<file path="src/rtl/bus_arbiter_rr.sv">
// bus_arbiter_rr: four-master round-robin bus arbiter with active-low request/grant and a grant watchdog.
module bus_arbiter_rr #(
    parameter int TIMEOUT = 255,
    parameter int CNT_W   = 8
) (
    input  logic       clk,
    input  logic       reset,
    input  logic [3:0] m_req_,
    output logic [3:0] m_grnt_,
    output logic [1:0] owner,
    input  logic       bus_rdy_,
    output logic       timeout,
    output logic [1:0] to_master,
    output logic [3:0] mask
);
    typedef enum logic {IDLE, GRANT} state_t;

    state_t           state;
    logic [CNT_W-1:0] cnt;
    logic [3:0]       elig;
    logic [2:0]       p_all, p_oth;
    logic             expire;

    // Returns {found, index}; scan starts after o and visits o last.
    function automatic logic [2:0] rr_pick(input logic [3:0] v, input logic [1:0] o);
        logic [1:0] idx;
        rr_pick = 3'b000;
        for (int j = 4; j >= 1; j--) begin
            idx = o + 2'(j);
            if (v[idx]) rr_pick = {1'b1, idx};
        end
    endfunction

    assign elig   = ~m_req_ & ~mask;
    assign p_all  = rr_pick(elig, owner);
    assign p_oth  = rr_pick(elig & ~(4'b0001 << owner), owner);
    assign expire = (cnt == CNT_W'(TIMEOUT - 1)) && bus_rdy_;

    always_ff @(posedge clk) begin
        if (reset) begin
            state     <= IDLE;
            m_grnt_   <= 4'b1111;
            owner     <= 2'd0;
            timeout   <= 1'b0;
            to_master <= 2'd0;
            mask      <= 4'b0000;
            cnt       <= '0;
        end else begin
            timeout <= 1'b0;
            mask    <= mask & ~m_req_;
            case (state)
                IDLE: begin
                    cnt <= '0;
                    if (p_all[2]) begin
                        m_grnt_ <= ~(4'b0001 << p_all[1:0]);
                        owner   <= p_all[1:0];
                        state   <= GRANT;
                    end
                end
                GRANT: begin
                    if (m_req_[owner]) begin
                        cnt <= '0;
                        if (p_oth[2]) begin
                            m_grnt_ <= ~(4'b0001 << p_oth[1:0]);
                            owner   <= p_oth[1:0];
                        end else begin
                            m_grnt_ <= 4'b1111;
                            state   <= IDLE;
                        end
                    end else if (expire) begin
                        m_grnt_   <= 4'b1111;
                        timeout   <= 1'b1;
                        to_master <= owner;
                        mask      <= (mask & ~m_req_) | (4'b0001 << owner);
                        cnt       <= '0;
                        state     <= IDLE;
                    end else begin
                        cnt <= !bus_rdy_ ? '0 : (&cnt ? cnt : cnt + CNT_W'(1));
                    end
                end
            endcase
        end
    end
endmodule

</file>
<file path="config.mk">
export PLATFORM = sky130hd
export DESIGN_NAME = bus_arbiter_rr
export DESIGN_NICKNAME = d
export VERILOG_FILES = /design/src/rtl/bus_arbiter_rr.sv
export SDC_FILE = /design/constraint.sdc
export NUM_CORES = 1
export LEC_CHECK = 0
export CORE_MARGIN = 3
export CORE_UTILIZATION = 40
export DETAILED_ROUTE_END_ITERATION = 8
export PLACE_DENSITY_LB_ADDON = 0.3
export SLEW_MARGIN = 0
export SYNTH_ARGS = -nofsm -noshare
export SYNTH_HDL_FRONTEND = slang
export SYNTH_SLANG_ARGS = --single-unit
</file>
<file path="constraint.sdc">
create_clock -name clk -period 3.7 [get_ports clk]
set_input_delay 0.74 -clock clk [delete_from_list [all_inputs] [get_ports clk]]
set_output_delay 0.74 -clock clk [all_outputs]
set_load 0.03 [all_outputs]
</file>
==> reports/qor.yml, run 1 <==
run_status:
  status: "completed"
synthesis:
  synth_edf_count: 0
  synthArstFlopShare_pct: 0
  mappedNetlistArea_um2: 1623
  ys_types: 53
  synth.net_count: 204
  synthCells: 189
  avgSynthCellArea_um2: 8.586
  synth-seq-area-share_pct: 27.14
  synth_seq_cells: 22
  ys.flop_type: "dfxtp_1"
  ys_warn_count: 0
route:
  via_per_inst: 5.859
  drt-total-wl_um: 3653
  wl_met1_um: 1892
  drtPass1Iterations: 4
  highest_layer: "met4"
  dr_wl_met2_um: 1651
  dr.first_iter.drc_count: 117
  dr_wl_met3_um: 87
  final_antenna_net_count: 0
  routedWlPerCell_um: 14.67
  drc_errors: 0
  vias: 1459
critical_path:
  crit_family: "compound AO/OA/AOI/OAI gates"
  cp_max_fo: 9
  crit_type: "in -> reg"
  start_kind: "input port"
  slowest_delay_ps: 540
  reg2reg_depth: 8
  worst-path-buf-inv: 1
  rr_startpoint: "owner[0]$_SDFFE_PP0P_"
  worstReg2RegEnd: "m_grnt_[1]$_SDFFE_PP1P_"
  cp_slowest_cell: "clkdlybuf4s50_1"
  crit_arrival_ps: 3220
  required_ps: 3850
  worst_setup_path_end_kind: "flop"
  ff2ff_setup_slack_ps: 970
  crit_chain: "clkdlybuf4s50_1, or3_1, mux4_2, o21ai_0, o211ai_2, a211o_1, a221o_1"
sta:
  fin_crit_ps: 3075
  setup_violations: 0
  final_max_slew_viol_count: 0
  finalHoldViolations: 0
  whs_ps: 486.1
  tightest_slew_ps: 696.4
  skew_ps: 2.559
  period_share_pct: 83.10
  slew_headroom_pct: 53.43
  timing.setup.tns_ps: 0
  max_freq_mhz: 325.2
  rsz0062_at_grt: "false"
placed_design:
  post_dp_cell_area_um2: 1787
  portBuffers: 19
  hpwl_um: 2685
  routabilityCongestion: 0.8654
cells_and_area:
  multi_input_area_um2: 1044
  area_delta_synth_final_pct: 12.64
  seq_area_um2: 440.4
  nets: 218
  drive_above_1_share_pct: 8.955
  fillers: 357
  layout_commonest_cell: "nor2_1"
  design_area_um2: 1828
  most-common-layout-cells: "nor2_1 (23), dfxtp_1 (22), clkdlybuf4s50_1 (19)"
  antenna_cells: 0
min_path:
  holdPathEnd: "m_grnt_[2]$_SDFFE_PP1P_"
  holdPathStages: 2
  min_from: "m_grnt_[2]$_SDFFE_PP1P_"
  hp-class: "reg -> reg"
floorplan:
  io_pins: 20
  die_x_um: 69.70
  core_um2: 3771
  die_area_um2: 4857
  die_h_um: 69.70
  num_rows: 22
  start_util_pct: 43.03
power:
  clockPowerShare_pct: 13.0
  power_frac_seq_pct: 26.6
  p_comb_share_pct: 60.4
  vdd_drop_max_v: 0.0003478
  p_sw_w: 0.0004758
  sw_frac_of_total_pct: 43.59
  intPower_w: 0.0006158
  p_leak_nw: 0.6518
  p_per_area_nw_per_um2: 597.1
clock_tree:
  root_buffer: "clkbuf_8"
  clock_sinks: 22
  cts_tree: "yes"
  insertion_delay_ps: 250
  cts_buffer_depth: 2
  cts-htree-levels: 1
  cts_hold_buf: 0
  clk_pin_slew_ps: 70
  cts_setup_buffers: 0
  post_cts_resized: 0
  cts_made_buffers: 3
job:
  maxCapViolCount: 0
grt:
  grt_pass1_vias: 1332
  grtUsageTotal_pct: 15.08
  antenna_found_initial: 0
  grt_pass1_wl_um: 6251
  grt_max_degree: 24
  grt_remaining_overflow: 0
-- cells by family (layout without fill, tap and decap cells) --
kind of cell,count (synthesis),after routing,synth area share (%)
AOI/OAI and AO/OA,52,52,22.82
muxes,7,7,6.862
adders and majority gates,8,8,6.168
DFF,22,22,27.14
buffers and inverters,19,31,8.557
xor gates and xnor gates,7,7,3.778
and+or+nand+nor,74,74,24.67
-- worst min-delay path, stage by stage (launching register included) --
cell and delay [ps]:
dfxtp_1 340, a21oi_1 60, o31ai_1 60
-- cell usage after synthesis, types with 5 or more instances --
library cell,n,area [µm²]
o21ai_0,6,30.03
xor2_1,6,52.55
nor2_1,23,86.33
dfxtp_1,22,440.4
nor3_1,12,60.06
o22ai_1,5,31.28
or3_1,5,31.28
nand2_1,6,22.52
a21oi_1,10,50.05
a211oi_1,6,45.04
ha_1,8,100.1
-- metal layers --
layer	track usage (%)	up-vias
li1	-	746
met1	22.18	690
met2	23.62	19
met3	2.174	4
met4	2.553	0
met5	0	-
-- sequential cells by signal, indices dropped and copies added, names as in the netlist --
register / flops
cnt: 8
owner: 2
mask: 4
timeout: 1
m_grnt_: 4
to_master: 2
state: 1
-- power groups by stage --
stage / Combinational [W] / Sequential [W] / Clock, W
finish: 0.000660 / 0.000290 / 0.000142
global placement: 0.000655 / 0.000295 / 0
global route: 0.000725 / 0.000296 / 0.000155
detailed placement: 0.000654 / 0.000296 / 0
CTS: 0.000658 / 0.000290 / 0.000147
floorplan: 0.000450 / 0.000348 / 0
-- area by class of cell --
class	count	area share (%)
clock buffers	3	2.259
repair buffers	24	12.46
multi-input cells	148	57.08
well taps	48	3.285
flip-flops and latches	22	24.09
inverters	4	0.8214
-- worst max-delay path by stage --
stage,startpoint,to,depth (start not counted)
final,m_req_[1],m_grnt_[1]$_SDFFE_PP1P_,7
after global routing,m_req_[3],cnt[4]$_SDFFE_PP0P_,7
after CTS,m_req_[2],m_grnt_[1]$_SDFFE_PP1P_,7
after detailed placement,m_req_[2],m_grnt_[1]$_SDFFE_PP1P_,7
after global placement,m_req_[2],m_grnt_[3]$_SDFFE_PP1P_,7
after floorplan,owner[1]$_SDFFE_PP0P_,m_grnt_[1]$_SDFFE_PP1P_,10
-- per-stage QoR --
| step | total power (W) | utilization [%] | std cells | worst slack [ps] |
|---|---|---|---|---|
| after detailed placement | 0.0009504 | 47.38 | 246 | 380.9 |
| final | 0.001092 | 48.47 | 249 | 625.2 |
| after CTS | 0.001095 | 48.47 | 249 | 658.5 |
| after global routing | 0.001176 | 48.47 | 249 | 451.9 |
| after floorplan | 0.0007975 | - | 189 | 826.6 |
| after global placement | 0.0009498 | 47.38 | 246 | 420.5 |
Note: power is estimated with default switching activity, not from simulation.
==> run 2: changes to the inputs <==
- clock period: 3.7 -> 2.7 ns (I/O delays scaled with it)
==> run 2 against run 1 <==
Against the previous run: total power grew 70%; first-iteration DRC count shrank 30%; critical endpoint unchanged; non-clock buffer count grew 35; core utilization grew 8.8 points; sequential share of layout area shrank 3.3 points; global-route usage grew 1.9 points; cell count grew 14%; hold slack lost 11 ps; die area is the same.
==> reports/qor.yml, run 2 (same netlist as run 1, synthesis figures left out) <==
sta:
  timing.setup.tns_ps: 0
  max_freq_mhz: 386.4
  slew_headroom_pct: 63.84
  fin_crit_ps: 2588
  setup_violations: 0
  period_share_pct: 95.85
  skew_ps: 8.304
  finalHoldViolations: 0
  tightest_slew_ps: 538.7
  final_max_slew_viol_count: 0
  rsz0062_at_grt: "false"
grt:
  antenna_found_initial: 0
  grt_pass1_wl_um: 6955
  grt_max_degree: 19
  grt_pass1_vias: 1572
  grtUsageTotal_pct: 16.97
  grt_remaining_overflow: 0
cells_and_area:
  fillers: 329
  drive_above_1_share_pct: 25.32
  largest_reg_flops: 8
  design_area_um2: 2158
  reg_top3: "cnt (8), m_grnt_ (4), mask (4)"
  layout_commonest_cell: "buf_4"
  most-common-layout-cells: "buf_4 (40), nor2_1 (23), dfxtp_1 (20)"
  area_delta_synth_final_pct: 33.00
  nets: 253
  antenna_cells: 0
  regMostFlops: "cnt"
route:
  final_antenna_net_count: 0
  drc_errors: 0
  drtPass1Iterations: 4
  highest_layer: "met4"
  drt-total-wl_um: 4086
  dr_wl_met2_um: 1925
  dr_wl_met3_um: 219
  dr.first_iter.drc_count: 82
  wl_met1_um: 1893
  vias: 1615
  via_per_inst: 5.667
  routedWlPerCell_um: 14.34
critical_path:
  crit_type: "in -> reg"
  cp_max_fo: 3
  start_kind: "input port"
  crit_arrival_ps: 2750
  worst_setup_path_end_kind: "flop"
  required_ps: 2860
clock_tree:
  cts_made_buffers: 3
  cts_buffer_depth: 2
  root_buffer: "clkbuf_8"
  cts_tree: "yes"
  insertion_delay_ps: 260
  cts-htree-levels: 1
  clock_sinks: 22
  cts_hold_buf: 0
  clk_pin_slew_ps: 80
placed_design:
  post_dp_cell_area_um2: 2039
  hpwl_um: 3187
  portBuffers: 19
  routabilityCongestion: 0.8658
floorplan:
  die_h_um: 69.70
  num_rows: 22
  io_pins: 20
  die_x_um: 69.70
  start_util_pct: 43.03
  die_area_um2: 4857
  core_um2: 3771
power:
  p_leak_nw: 0.8692
  p_per_area_nw_per_um2: 857.7
  vdd_drop_max_v: 0.0004074
run_status:
  status: "completed"
job:
  maxCapViolCount: 0
min_path:
  hp-class: "reg -> reg"
-- run 2: cell types whose count changed in the layout (fill, tap and decap cells not counted), sizes merged --
cell	before	now
buf	5	40
bufinv	0	1
clkdlybuf4s50	19	16
dlymetal6s2s	0	3
-- run 2: path summary, 6_finish.rpt --
check,slack (ps),to,startpoint,cells after the start
max,110,m_grnt_[1]$_SDFFE_PP1P_,m_req_[2],7
min,480,m_grnt_[2]$_SDFFE_PP1P_,m_grnt_[2]$_SDFFE_PP1P_,2
max reg2reg,130,m_grnt_[1]$_SDFFE_PP1P_,owner[1]$_SDFFE_PP0P_,8
min reg2reg,480,m_grnt_[2]$_SDFFE_PP1P_,m_grnt_[2]$_SDFFE_PP1P_,2
-- run 2: area by class of cell --
type / count / area, µm² / area share (%)
multi-input cells: 148 / 1066 / 49.39
repair buffers: 59 / 498.0 / 23.07
well taps: 48 / 60.06 / 2.783
clock buffers: 3 / 41.29 / 1.913
clock inverters: 1 / 30.03 / 1.391
flip-flops and latches: 22 / 447.9 / 20.75
inverters: 4 / 15.01 / 0.6957
-- run 2: power by group --
group          internal (W)  total, W  switching, W
Clock              0.000198  0.000304      0.000107
Combinational      0.000552   0.00113      0.000581
Sequential         0.000374  0.000414     0.0000402
Total               0.00112   0.00185      0.000728
-- run 2: critical path: stages --
cell and delay [ps]:
clkdlybuf4s50_1 450, or3_4 400, mux4_2 500, and3b_1 250, o21ai_1 60, a211o_1 260, a221o_1 280
-- run 2: metrics by stage --
stage	power, W	hold slack [ps]	setup slack (ps)	utilization, %	cells
3_3_place_gp	0.001495	467.2	-233.6	54.08	279
5_1_grt	0.001988	505.0	21.32	57.23	285
6_report	0.001851	475.3	112.1	57.23	285
3_5_place_dp	0.001498	463.7	-267.7	54.08	279
4_1_cts	0.001814	484.4	18.18	56.10	283
2_1_floorplan	0.001098	472.2	23.67	-	189
-- run 2: repair_timing --
action	CTS	global route
endpoints found under the setup margin	1	9
gates resized for setup	1	9
buffers inserted	0	2
-- run 2: metal layers --
metal	vias to the layer above	track usage, %
met5	-	0
met4	0	5.106
met3	6	2.464
met2	41	27.75
met1	754	23.08
li1	814	-
==> run 3: changes to the inputs <==
- SETUP_SLACK_MARGIN: default -> 0.05
==> run 3 against run 2 <==
Against the previous run: critical endpoint is now m_grnt_[3]$_SDFFE_PP1P_; largest power group unchanged; clock skew increased by 0.56 ps; highest routed layer unchanged; first-iteration DRC count fell by 1.2%; core utilization increased by 0.83 points; sequential share of layout area down 0.30 points; non-clock buffer count up 4; cell count grew 1.4%.
==> reports/qor.yml, run 3 (same netlist as run 1, synthesis figures left out) <==
placed_design:
  dp_slack_ps: -316.2
  routabilityCongestion: 0.8722
  hpwl_um: 3123
  portBuffers: 19
grt:
  grt_pass1_vias: 1455
  grt_pass1_wl_um: 6713
  antenna_found_initial: 0
  grt_max_degree: 19
  grtUsageTotal_pct: 16.48
  grt_remaining_overflow: 0
sta:
  period_share_pct: 95.45
  finalWorstSetupSlack_ps: 122.7
  max_freq_mhz: 388.0
  skew_ps: 8.861
  finalHoldViolations: 0
  final_max_slew_viol_count: 0
  fin_crit_ps: 2577
  rsz0062_at_grt: "true"
  slew_headroom_pct: 64.48
  tightest_slew_ps: 527.3
  setup_violations: 0
  timing.setup.tns_ps: 0
  whs_ps: 469.5
critical_path:
  rr_startpoint: "owner[1]$_SDFFE_PP0P_"
  start_kind: "flop"
  crit_arrival_ps: 2730
  crit_type: "reg -> reg"
  cp_slowest_cell: "mux4_2"
  required_ps: 2860
  worst_setup_path_end_kind: "flop"
  crit_start: "owner[1]$_SDFFE_PP0P_"
  cp_max_fo: 5
  crit_chain: "inv_1, ha_1, or3_2, mux4_2, and3b_1, o21a_2, o2111ai_2, a221o_1"
  slowest_delay_ps: 480
job:
  maxCapViolCount: 0
cells_and_area:
  multi_input_area_um2: 1099
  reg_top3: "cnt (8), m_grnt_ (4), mask (4)"
  nets: 257
  area_delta_synth_final_pct: 34.93
  antenna_cells: 0
  most-common-layout-cells: "buf_4 (44), nor2_1 (23), dfxtp_1 (20)"
  largest_reg_flops: 8
  fillers: 332
  drive_above_1_share_pct: 29.46
  layout_commonest_cell: "buf_4"
  regMostFlops: "cnt"
  seq_area_um2: 447.9
  fin_util_pct: 58.06
route:
  drt-total-wl_um: 4153
  drc_errors: 0
  vias: 1640
  dr.first_iter.drc_count: 81
  routedWlPerCell_um: 14.37
  drtPass1Iterations: 6
  via_per_inst: 5.675
  final_antenna_net_count: 0
clock_tree:
  insertion_delay_ps: 260
  root_buffer: "clkbuf_8"
  cts_made_buffers: 3
  cts-htree-levels: 1
  cts_tree: "yes"
  cts_buffer_depth: 2
  clk_pin_slew_ps: 80
  clock_sinks: 22
floorplan:
  core_um2: 3771
  die_h_um: 69.70
  num_rows: 22
  die_x_um: 69.70
  start_util_pct: 43.03
  die_area_um2: 4857
  io_pins: 20
min_path:
  hp-class: "reg -> reg"
  min_from: "m_grnt_[2]$_SDFFE_PP1P_"
power:
  vdd_drop_max_v: 0.0004722
  p_per_area_nw_per_um2: 832.3
  p_leak_nw: 0.8723
run_status:
  status: "completed"
-- run 3: final timing paths --
check	endpoint	slack, ps	cells past startpoint
worst max-delay path	m_grnt_[3]$_SDFFE_PP1P_	120	8
worst min-delay path	m_grnt_[2]$_SDFFE_PP1P_	470	2
worst max register to register	m_grnt_[3]$_SDFFE_PP1P_	120	8
worst min register to register	m_grnt_[2]$_SDFFE_PP1P_	470	2
-- run 3: critical path, delay by kind of cell (launching register included) --
family          cells  cell delay (ps)
flops               1              380
buf+inv             1               90
fa+ha+maj           1              210
simple gates        2              650
mux                 1              480
compound gates      3              660
-- run 3: area by class of cell --
cell class / count / share of cell area, %
repair buffers: 63 / 23.89
inverters: 4 / 0.6857
clock buffers: 4 / 2.057
well taps: 48 / 2.743
flip-flops and latches: 22 / 20.46
multi-input cells: 148 / 50.17
-- run 3: layer usage --
layer / part of all wire (%) / global-route usage, % / vias up
li1: - / - / 824
met1: 48 / 22.63 / 776
met2: 48 / 27.44 / 36
met3: 3.4 / 2.899 / 4
met4: 0.65 / 2.766 / 0
met5: 0 / 0 / -
-- run 3: timing repair --
action,in CTS,in global routing
pin swaps,0,2
cloned,0,0
gates resized for setup,5,13
hold buffers,0,0
setup endpoints to repair,4,13
setup buffers,0,3
-- run 3: power breakdown --
| part | leakage, nW | switching [W] | internal [W] |
|---|---|---|---|
| Sequential | 0.180 | 0.0000421 | 0.000374 |
| Combinational | 0.669 | 0.000611 | 0.000590 |
| Clock | 0.0228 | 0.000100 | 0.000105 |
| Total | 0.872 | 0.000754 | 0.00107 |
-- run 3: metrics by stage --
stage | std cells | power [W] | cell area, µm²
after floorplan | 189 | 0.001098 | 1628
after global placement | 282 | 0.001503 | 2062
after detailed placement | 282 | 0.001506 | 2062
after CTS | 286 | 0.001736 | 2113
after global routing | 289 | 0.001945 | 2190
final | 289 | 0.001822 | 2190
==> RTL change (flow settings as in run 2) <==
`CNT_W`: 8 -> 10.
--- a/src/rtl/bus_arbiter_rr.sv
+++ b/src/rtl/bus_arbiter_rr.sv
@@ -2,5 +2,5 @@
 module bus_arbiter_rr #(
     parameter int TIMEOUT = 255,
-    parameter int CNT_W   = 8
+    parameter int CNT_W   = 10
 ) (
     input  logic       clk,
Behaviour: no difference found for any inputs over 10 cycles, from zero or initial values and one cycle with reset high; that may be too few to reach the edited logic, so the function may still have changed.
==> RTL change against run 2 <==
Final cell count decreased by 8.1%. Area after synthesis decreased by 0.31%. Combinational power down 46%. Clock skew is 0.0020 ns lower. Routed wire length down 8.3%. Hold slack improved by 0.013 ns. Worst setup slack better by 0.10 ns. Sequential cell count grew 2. Power shrank 28%. Design area down 8.3%. Critical endpoint is now m_grnt_[0].
==> RTL change: results (changes against run 2) <==
* Status: finished clean
* Layout Skew at 0.00634 ns (-0.00196 ns)
* Maximum VDD drop at 0.409 mV (+0.43%)
* WL/cell at 14.3 um (-0.27%)
* Via count at 1480 (-8.4%)
* NetSw at 0.000487 W (-33%)
* Worst Hold Margin at 0.489 ns (+0.0134 ns)
* Worst Hold End: m_grnt_[1]
* Sequential-to-total area share from yosys stat at 0.297 (+0.0256)
* Sequential power share at 0.304 (+0.080)
* Final HPWL from detailed placement at 2.68 mm (-16%)
* Reg2reg start: owner[0]
* Reg2reg setup slack at 0.21 ns (+0.08 ns)
* Final core utilization at 0.525 (-0.0474)
* Vias in the first global route at 1322 (-16%)
* # fillers at 363 (+10%)
* Gate power share at 0.457 (-0.155)
* First-pass GRT wire length at 6.29 mm (-9.5%)
* Biggest regs: cnt: 10 flops, m_grnt_: 4 flops, mask: 4 flops
* Nets at 228 (-9.9%)
* Share of post-route cells with drive strength above 1 at 0.140 (-0.113)
* Overall routing resource usage at 0.155 (-0.0149)
* Relative slew margins at 0.660 (+0.0214)
* Placed Cells at 258 (-7.5%)
* Dpl cell area at 1900 um^2 (-6.9%)
* Cell count after synthesis at 191 (+1.1%)
* Static leakage at 0.718 nW (-17%)
* Ranking of synthesized cells by area: dfxtp_1, nor2_1, ha_1
* Seq pwr at 0.000407 W (-2%)
RTL change: repair_timing:
action                     in CTS  in global routing
gates resized for setup         0                  2
setup endpoints to repair       0                  3
buffers inserted                0                  0
hold buffers                    0                  0
RTL change: how the worst max path moves through the flow:
stage | start | slack [ns] | depth (start not counted) | to
3_5_place_dp | m_req_[1] | 0.05 | 7 | m_grnt_[0]
3_3_place_gp | m_req_[2] | 0.08 | 7 | to_master[0]
2_1_floorplan | owner[0] | 0.16 | 10 | m_grnt_[0]
5_1_grt | owner[0] | 0.06 | 9 | m_grnt_[0]
4_1_cts | owner[0] | 0.16 | 8 | m_grnt_[0]
6_report | owner[0] | 0.21 | 8 | m_grnt_[0]
RTL change: area by class of cell:
| type | instances | share of cell area |
|---|---|---|
| clock buffer | 3 | 0.0209 |
| sequential | 24 | 0.243 |
| tap | 48 | 0.0303 |
| clock inverter | 1 | 0.0152 |
| inverter | 5 | 0.00948 |
| timing repair buffer | 32 | 0.145 |
| multi-input combinational | 149 | 0.536 |
RTL change: metal layers:
metal  vias to the layer above  share of wire  GRT usage
met5                         -              0          0
met4                         0          0.011     0.0456
met3                         4          0.037     0.0246
met2                        31           0.42      0.228
met1                       681           0.54      0.230
li1                        764              -          -
RTL change: logic make-up after synthesis:
logic type,count (synthesis),synth area share
and+or+nand+nor,88,0.317
buffers and inverters,18,0.0526
xor gates and xnor gates,6,0.0325
DFF,24,0.297
adders and majority gates,6,0.0464
muxes,5,0.0394
AOI/OAI and AO/OA,44,0.215
RTL change: critical path, delay by kind of cell (launching register included):
kind            cells  cell delay (ns)
compound gates      4             0.83
buf+inv             1             0.17
flops               1             0.50
fa+ha+maj           1             0.24
simple gates        2             0.63
